## src/rtl/legv8_ctrl_pkg.sv

```systemverilog
// Shared constants for the LEGv8 multi-cycle controller: opcode patterns,
// instruction classes, FSM state encoding and ALU/extender selects.
package legv8_ctrl_pkg;

    typedef enum logic [2:0] {
        FETCH  = 3'd0,
        DECODE = 3'd1,
        EXEC   = 3'd2,
        MEM    = 3'd3,
        WB     = 3'd4,
        ERR    = 3'd7
    } state_t;

    typedef enum logic [2:0] {
        CL_RTYPE,
        CL_IMM,
        CL_MOVZ,
        CL_B,
        CL_CBZ,
        CL_LDUR,
        CL_STUR,
        CL_ILL
    } class_t;

    localparam logic [3:0] ALU_AND   = 4'b0000;
    localparam logic [3:0] ALU_ORR   = 4'b0001;
    localparam logic [3:0] ALU_ADD   = 4'b0010;
    localparam logic [3:0] ALU_SUB   = 4'b0110;
    localparam logic [3:0] ALU_PASSB = 4'b0111;

    localparam logic [2:0] SEXT_I    = 3'b000;
    localparam logic [2:0] SEXT_D    = 3'b001;
    localparam logic [2:0] SEXT_B    = 3'b010;
    localparam logic [2:0] SEXT_CBZ  = 3'b011;
    localparam logic [2:0] SEXT_MOVZ = 3'b100;

    // '?' bits are don't-cares when matched with casez
    localparam logic [10:0] OP_ANDREG = 11'b10001010000;
    localparam logic [10:0] OP_ORRREG = 11'b10101010000;
    localparam logic [10:0] OP_ADDREG = 11'b10001011000;
    localparam logic [10:0] OP_SUBREG = 11'b11001011000;
    localparam logic [10:0] OP_ADDIMM = 11'b1001000100?;
    localparam logic [10:0] OP_SUBIMM = 11'b1101000100?;
    localparam logic [10:0] OP_ANDIMM = 11'b1001001000?;
    localparam logic [10:0] OP_ORRIMM = 11'b1011001000?;
    localparam logic [10:0] OP_MOVZ   = 11'b110100101??;
    localparam logic [10:0] OP_B      = 11'b000101?????;
    localparam logic [10:0] OP_CBZ    = 11'b10110100???;
    localparam logic [10:0] OP_LDUR   = 11'b11111000010;
    localparam logic [10:0] OP_STUR   = 11'b11111000000;

endpackage

```

## src/rtl/opcode_classifier.sv

```systemverilog
// Combinational opcode decoder: maps IR[31:21] to an instruction class plus
// the ALU operation and immediate-extender mode that class uses in EXEC.
module opcode_classifier
    import legv8_ctrl_pkg::*;
(
    input  logic [10:0] i_opcode,
    output class_t      o_class,
    output logic [3:0]  o_aluop,
    output logic [2:0]  o_signop
);

    always_comb begin
        o_class  = CL_ILL;
        o_aluop  = ALU_AND;
        o_signop = SEXT_I;
        casez (i_opcode)
            OP_ADDREG: begin o_class = CL_RTYPE; o_aluop = ALU_ADD; end
            OP_SUBREG: begin o_class = CL_RTYPE; o_aluop = ALU_SUB; end
            OP_ANDREG: begin o_class = CL_RTYPE; o_aluop = ALU_AND; end
            OP_ORRREG: begin o_class = CL_RTYPE; o_aluop = ALU_ORR; end
            OP_ADDIMM: begin o_class = CL_IMM;   o_aluop = ALU_ADD; end
            OP_SUBIMM: begin o_class = CL_IMM;   o_aluop = ALU_SUB; end
            OP_ANDIMM: begin o_class = CL_IMM;   o_aluop = ALU_AND; end
            OP_ORRIMM: begin o_class = CL_IMM;   o_aluop = ALU_ORR; end
            OP_MOVZ: begin
                o_class  = CL_MOVZ;
                o_aluop  = ALU_PASSB;
                o_signop = SEXT_MOVZ;
            end
            OP_B: begin
                o_class  = CL_B;
                o_signop = SEXT_B;
            end
            // CBZ tests the Rt value, routed to ALU input B
            OP_CBZ: begin
                o_class  = CL_CBZ;
                o_aluop  = ALU_PASSB;
                o_signop = SEXT_CBZ;
            end
            OP_LDUR: begin o_class = CL_LDUR; o_aluop = ALU_ADD; o_signop = SEXT_D; end
            OP_STUR: begin o_class = CL_STUR; o_aluop = ALU_ADD; o_signop = SEXT_D; end
            default: ;
        endcase
    end

endmodule

```

## src/rtl/multicycle_sequencer.sv

```systemverilog
// Multi-cycle LEGv8 control FSM (FETCH/DECODE/EXEC/MEM/WB/ERR) with
// ready handshakes, wait timeout, and optional perf counters under PERF_CNT_EN.
module multicycle_sequencer
    import legv8_ctrl_pkg::*;
#(
    parameter int CNT_W   = 32,
    parameter int TIMEOUT = 255
)
(
    input  logic             CLK,
    input  logic             resetl,
    input  logic [10:0]      opcode,
    input  logic             zero,
    input  logic             imem_ready,
    input  logic             dmem_ready,
    output logic             imem_req,
    output logic             memread,
    output logic             memwrite,
    output logic             ir_write,
    output logic             pc_write,
    output logic             pc_src,
    output logic             reg2loc,
    output logic             alusrc,
    output logic             mem2reg,
    output logic             regwrite,
    output logic [3:0]       aluop,
    output logic [2:0]       signop,
    output logic [2:0]       state,
    output logic             err,
    output logic [CNT_W-1:0] cycle_cnt,
    output logic [CNT_W-1:0] instret_cnt
);

    localparam logic [7:0] WAIT_LAST = 8'(TIMEOUT - 1);

    state_t     r_state;
    state_t     w_next_state;
    class_t     r_class;
    logic [3:0] r_aluop;
    logic [2:0] r_signop;
    logic [7:0] r_wait;

    class_t     w_class;
    logic [3:0] w_aluop;
    logic [2:0] w_signop;
    logic       w_waiting;
    logic       w_ready;
    logic       w_timeout;
    logic       w_alusrc;

    opcode_classifier u_classifier (
        .i_opcode (opcode),
        .o_class  (w_class),
        .o_aluop  (w_aluop),
        .o_signop (w_signop)
    );

    assign w_waiting = (r_state == FETCH) || (r_state == MEM);
    assign w_ready   = (r_state == FETCH) ? imem_ready : dmem_ready;
    assign w_timeout = (r_wait == WAIT_LAST);
    assign w_alusrc  = (r_class == CL_IMM) || (r_class == CL_MOVZ) ||
                       (r_class == CL_LDUR) || (r_class == CL_STUR);

    always_ff @(posedge CLK) begin
        if (!resetl) begin
            r_state <= FETCH;
        end else begin
            r_state <= w_next_state;
        end
    end

    always_comb begin
        w_next_state = r_state;
        case (r_state)
            FETCH: begin
                if (imem_ready)     w_next_state = DECODE;
                else if (w_timeout) w_next_state = ERR;
            end
            DECODE: w_next_state = (w_class == CL_ILL) ? ERR : EXEC;
            EXEC: begin
                case (r_class)
                    CL_RTYPE, CL_IMM, CL_MOVZ: w_next_state = WB;
                    CL_LDUR, CL_STUR:          w_next_state = MEM;
                    CL_B, CL_CBZ:              w_next_state = FETCH;
                    default:                   w_next_state = ERR;
                endcase
            end
            MEM: begin
                if (dmem_ready)     w_next_state = (r_class == CL_LDUR) ? WB : FETCH;
                else if (w_timeout) w_next_state = ERR;
            end
            WB:      w_next_state = FETCH;
            ERR:     w_next_state = ERR;
            default: w_next_state = ERR;
        endcase
    end

    // Wait counter restarts on ready or any state change; class is latched on leaving DECODE
    always_ff @(posedge CLK) begin
        if (!resetl) begin
            r_wait   <= 8'd0;
            r_class  <= CL_ILL;
            r_aluop  <= ALU_AND;
            r_signop <= SEXT_I;
        end else begin
            if (w_waiting && !w_ready && (w_next_state == r_state)) begin
                r_wait <= r_wait + 8'd1;
            end else begin
                r_wait <= 8'd0;
            end
            if (r_state == DECODE) begin
                r_class  <= w_class;
                r_aluop  <= w_aluop;
                r_signop <= w_signop;
            end
        end
    end

    always_comb begin
        imem_req = 1'b0;
        memread  = 1'b0;
        memwrite = 1'b0;
        ir_write = 1'b0;
        pc_write = 1'b0;
        pc_src   = 1'b0;
        reg2loc  = 1'b0;
        alusrc   = 1'b0;
        mem2reg  = 1'b0;
        regwrite = 1'b0;
        aluop    = 4'b0000;
        signop   = 3'b000;
        state    = FETCH;
        err      = 1'b0;
        if (resetl) begin
            state = r_state;
            case (r_state)
                FETCH: begin
                    imem_req = 1'b1;
                    ir_write = imem_ready;
                end
                DECODE: reg2loc = (w_class == CL_CBZ) || (w_class == CL_STUR);
                EXEC: begin
                    alusrc = w_alusrc;
                    aluop  = r_aluop;
                    signop = r_signop;
                    if (r_class == CL_B) begin
                        pc_write = 1'b1;
                        pc_src   = 1'b1;
                    end else if (r_class == CL_CBZ) begin
                        pc_write = 1'b1;
                        pc_src   = zero;
                    end
                end
                MEM: begin
                    alusrc   = w_alusrc;
                    aluop    = r_aluop;
                    signop   = r_signop;
                    memread  = (r_class == CL_LDUR);
                    memwrite = (r_class == CL_STUR);
                    pc_write = dmem_ready && (r_class == CL_STUR);
                end
                WB: begin
                    regwrite = 1'b1;
                    mem2reg  = (r_class == CL_LDUR);
                    pc_write = 1'b1;
                end
                ERR:     err = 1'b1;
                default: ;
            endcase
        end
    end

`ifdef PERF_CNT_EN
    logic [CNT_W-1:0] r_cycle_cnt;
    logic [CNT_W-1:0] r_instret_cnt;

    always_ff @(posedge CLK) begin
        if (!resetl) begin
            r_cycle_cnt   <= '0;
            r_instret_cnt <= '0;
        end else begin
            if (r_state != ERR) r_cycle_cnt <= r_cycle_cnt + CNT_W'(1);
            if (pc_write)       r_instret_cnt <= r_instret_cnt + CNT_W'(1);
        end
    end

    assign cycle_cnt   = r_cycle_cnt;
    assign instret_cnt = r_instret_cnt;
`else
    assign cycle_cnt   = '0;
    assign instret_cnt = '0;
`endif

endmodule

```

## config.mk

```make
export PLATFORM = sky130hd
export DESIGN_NAME = multicycle_sequencer
export DESIGN_NICKNAME = d
export VERILOG_FILES = /design/src/rtl/legv8_ctrl_pkg.sv /design/src/rtl/opcode_classifier.sv /design/src/rtl/multicycle_sequencer.sv
export SDC_FILE = /design/constraint.sdc
export NUM_CORES = 1
export LEC_CHECK = 0
export CORE_ASPECT_RATIO = 0.8
export CORE_MARGIN = 1
export CORE_UTILIZATION = 58
export DETAILED_ROUTE_END_ITERATION = 7
export DONT_BUFFER_PORTS = 1
export PLACE_DENSITY = 0.79
export SYNTH_ARGS = -nofsm -noshare
export SYNTH_HDL_FRONTEND = slang
export SYNTH_SLANG_ARGS = --single-unit
```

## constraint.sdc

```tcl
create_clock -name CLK -period 1.8 [get_ports CLK]
set_clock_uncertainty 0.15 [all_clocks]
set_input_delay 0.36 -clock CLK [delete_from_list [all_inputs] [get_ports CLK]]
set_output_delay 0.36 -clock CLK [all_outputs]
set_load 0.005 [all_outputs]
```

* Yosys cells after proc, flatten, opt, wreduce, memory -nomap -nowiden
Cells that the tools add are included.
Word-level totals: register bits 21, input bits 16, logic and storage cells 100
Cells by class: $add $sub $neg 1, eq/ne operators 29, multiplexer cells 42, reductions and logical operators 23
Operators by type and width (number):
- $eq A11 B11 Y1 const B | 6
- $eq A10 B10 Y1 const B | 4
- $mux W1 | 26
- $eq A3 B3 Y1 const B | 8
- $mux W3 | 8
- $pmux W3 S4 | 2
- $pmux W3 S7 | 1
- $eq A8 B8 Y1 const B | 2
- $pmux W3 S5 | 1
- $reduce_or A2 Y1 | 7
- $eq A3 B2 Y1 const B | 4
- $reduce_or A4 Y1 | 3
- $eq A9 B9 Y1 const B | 1
- $pmux W3 S3 | 1
- $add A8 B1 Y8 const B | 1
- $mux W4 | 2
- $eq A3 B1 Y1 const B | 2
- $eq A6 B3 Y1 const B | 1
- $logic_not A3 Y1 | 2
- $logic_or A1 B1 Y1 | 5
- $eq A3 B3 Y1 | 1
- $logic_and A1 B1 Y1 | 3
- $pmux W1 S3 | 1
- $reduce_or A3 Y1 | 1
- 2 further kinds | 2

* Logic depth before layout (Yosys ltp)
depth after elaboration 9, depth in mapped cells 7, depth with buffers taken out 6

* Hierarchy
Synthesis repeated with hierarchy kept, for this count alone.
Second synthesis, totals: cells, all modules 268, area, all modules 1948.1 um2
By module, submodules not included:
- multicycle_sequencer | times used 1, cells each 215, area each 1601.5 um2, seq. area each 420.4 um2
- opcode_classifier | times used 1, cells each 53, area each 346.6 um2, seq. area each 0.0 um2

* Least setup slack after synthesis
Ideal clock, no wire load.
path type input -> register, start point input port opcode[1], end point register r_state[0], arrival time 1561 ps, required time 1533 ps, path slack -28 ps, stages on the path 4, cell sequence nor4b_4 or4b_4 and2_4 a32o_1
On the way: word-level cells in the longest chain between the ends 6, elaborated cells on any way between the ends 16, classes of those cells eq/ne: 11; mux: 3; reduce/logical: 2
Ends and longest elaborated chain:
- start, declared | RTL line multicycle_sequencer.sv:12 | input logic [10:0] opcode,
- $eq A11 B11 Y1 / $eq A10 B10 Y1 (equally long branches) | RTL line opcode_classifier.sv:16 | casez (i_opcode)
- $reduce_or A4 Y1 (no line)
- $pmux W3 S7 * | RTL line opcode_classifier.sv:16
- $eq A3 B3 Y1 * | RTL line multicycle_sequencer.sv:79 | DECODE: w_next_state = (w_class == CL_ILL) ? ERR : EXEC;
- $mux W3 * | RTL line multicycle_sequencer.sv:79
- $pmux W3 S5 * | RTL line multicycle_sequencer.sv:74 | case (r_state)
- end signal, assigned | RTL line multicycle_sequencer.sv:68 | r_state <= w_next_state;
- end, declared | RTL line multicycle_sequencer.sv:36 | state_t r_state;
Mark *: on every way between the ends. The rest lies on a longest branch, timed or not. A chain may end at the register's enable or synchronous reset.

* Final worst setup path
start point register r_state[2], end point register r_state[2]
On the way: word-level cells in the longest chain between the ends 3, elaborated cells on any way between the ends 9, classes of those cells eq/ne: 4; mux: 4; reduce/logical: 1
Ends and longest elaborated chain (RTL line):
- $mux W3 | multicycle_sequencer.sv:77, multicycle_sequencer.sv:90
- $mux W3 (on tied branches) | multicycle_sequencer.sv:89, multicycle_sequencer.sv:76
- $pmux W3 S5 * | multicycle_sequencer.sv:74
Marks and branches as above.

==> impl_metrics.ini <==
[status]
status = finished, violations left
violations = negative setup slack

[power]
p_per_area_nw_per_um2 = 948.2
irDropWorstVdd_mv = 0.6125
totalPowerFinal_w = 0.002122
p_leak_nw = 0.9863

[routing]
drtAntennaViolNets = 0
drt_pass1_iterations = 4
via_count = 1749
drc = 0
wl_per_cell_um = 13.61
drt_iter0_markers = 104
wirelength_um = 4436
vias_per_cell = 5.365

[job]
drv_cap = 0

[synthesis]
synth_edf_count = 0
ys_seq_area_frac = 0.2018
ys_seq_elements = 20
synth.avg_cell_area_sq_um = 7.662
postSynthCellCount = 259
synth_top_family_by_area = simple AND/OR/NAND/NOR gates
synth.area.mux_share = 0
async_flop_share = 0
yosys.area_share.simple = 0.3556
netlist_area_sq_um = 1984
synth_compound_area_frac = 0.1198
synthAdderAreaFrac = 0.01261
yosysWarningCount = 0
yosys.area_share.xor_xnor = 0.03090
ys_types = 52
synth_ff_type = dfxtp_1

[timing]
finalSetupViolations = 11
hold_violations = 0
max_freq_ghz = 0.5108
grt_setup_unrepaired = true
fin_crit_sh = 1.088
fin_crit_ps = 1958
drv_slew = 0
worst_slack_ps = -157.6

[worst_setup_path]
crit_required_ps = 1810
critPathCaptureType = flop
critPathSlowestCell = dfxtp_4
critPathMaxFanout = 9
setup.worst_path.start_class = flop
r2r_cells = 7
ff2ff_setup_slack_ps = -160
slowest_delay_ps = 370
critPathKind = flop to flop
r2r-start = r_state[2]
worstPathArrival_ps = 1960
path_common_cell = buf_4
path_cells = buf_4 > buf_4 > nor4bb_1 > a2111oi_1 > a211o_1 > buf_12 > a32o_1
r2r_end = r_state[2]

[floorplanning]
die_height_um = 54.32
start_util = 0.6249
num_rows = 18
die_area_sq_um = 3661
coreArea_sq_um = 3176
die_w_um = 67.40
io_pins = 101

[finish]
synthToLayoutAreaGrowth_pct = 12.80
fillers = 258
drive_gt1_frac = 0.2727
seq_area_sq_um = 416.7
fin_nets = 305
insertedDiodeCount = 0
layout_common_cells = conb_1, buf_4, nor2_1, dfxtp_1
final_cell_area_sq_um = 2238
multi_input_area_sq_um = 1408
final_common_cell = conb_1

[clock_network]
cts_tree = built
clkSinkCount = 20
cts_buffers = 3
clock_path_buffers = 2
ctsHoldBuffers = 0
htree_num_levels = 1
path_clk_slew_ps = 80
ctsRootBufferMaster = clkbuf_8
clock_latency_ps = 260

[global_routing]
first_global_vias = 1398
antenna_found_initial = 0
overflow = 0
grt.total_usage = 0.2296
grt_pass1_wl_um = 6375
grt_max_degree = 20

[placed_design]
finalWeightedCongestion = 0.9200
placed_area_sq_um = 1917
dp_slack_ps = -48.69
portBuffers = 0
hpwl_um = 3023

[worst_hold_path]
hold_class = input port to flop
whs_path_depth = 1
min_from = resetl
min_to = r_signop[0]
[critical path, delay by kind of cell (launching register included)]
kind / cells / cell delay, ps
buffers and inverters: 3 / 430
AO/OA/AOI/OAI: 3 / 590
AND/OR/NAND/NOR: 1 / 320
flip-flops: 1 / 370
[how the worst max path moves through the flow]
stage	slack, ps	end	from	cells past startpoint
after global routing	-170	r_state[2]	r_state[2]	7
after CTS	-90	reg2loc	r_state[1]	5
final	-160	r_state[2]	r_state[2]	7
after detailed placement	-50	r_state[2]	opcode[1]	4
after floorplan	-30	r_state[0]	opcode[1]	4
after global placement	-20	r_state[2]	opcode[1]	4
[Yosys cell counts (all sizes together), types with 6 or more instances]
cell    number  area share
and2         9       0.030
and3        11       0.035
buf         67        0.25
clkbuf       8       0.015
dfxtp       20        0.20
inv          6       0.011
nand2       11       0.021
nand3        9       0.023
nand4        6       0.019
nor2        16       0.030
nor2b        8       0.025
nor3        14       0.035
nor3b        6       0.025
o21ai        8       0.020
[power breakdown]
part           internal (W)  switching (W)
logic              0.000579       0.000578
clock network      0.000195       0.000148
registers          0.000535      0.0000880
total               0.00131       0.000814
[routing by layer]
metal | share of wire | up-vias | global-route usage
li1 | - | 838 | -
met1 | 0.44 | 808 | 0.3060
met2 | 0.47 | 97 | 0.3700
met3 | 0.080 | 6 | 0.05833
met4 | 0.012 | 0 | 0.05674
met5 | 0 | - | 0
[registers in the layout, indices dropped and copies added (netlist names)]
signal and count:
r_aluop 3, r_state 3, r_signop 3, r_class 3
r_wait 8
[kinds of logic (layout without fill, tap and decap cells)]
family                     after synthesis  in the layout
DFF                                     20             20
buffers and inverters                   81             44
and+or+nand+nor                        114            114
xor gates and xnor gates                 7              7
AOI/OAI and AO/OA                       34             34
adders and majority gates                2              2
other                                    1             65
[cell type report]
type / instances / area share
flip-flops and latches: 20 / 0.1861
multi-input cells: 222 / 0.6288
inverters: 6 / 0.01006
clock buffers: 4 / 0.02459
well taps: 40 / 0.02236
repair buffers: 34 / 0.1280
[metrics by stage]
step | utilization | std cells | hold slack [ps] | TNS, ps
final | 0.7049 | 326 | 73.81 | -636.7
after global placement | 0.6036 | 309 | 303.8 | -37.67
after floorplan | - | 323 | 289.0 | -72.35
after global routing | 0.7049 | 326 | 62.03 | -1086
after CTS | 0.6663 | 325 | 69.61 | -177.5
after detailed placement | 0.6036 | 309 | 306.4 | -115.1
[what timing repair did]
item,4_1_cts,5_1_grt
endpoints found under the setup margin,12,25
pin swaps,5,9
buffers inserted,12,2
gates resized for setup,16,32
cloned,0,0
Note: power is estimated with default switching activity, not from simulation.
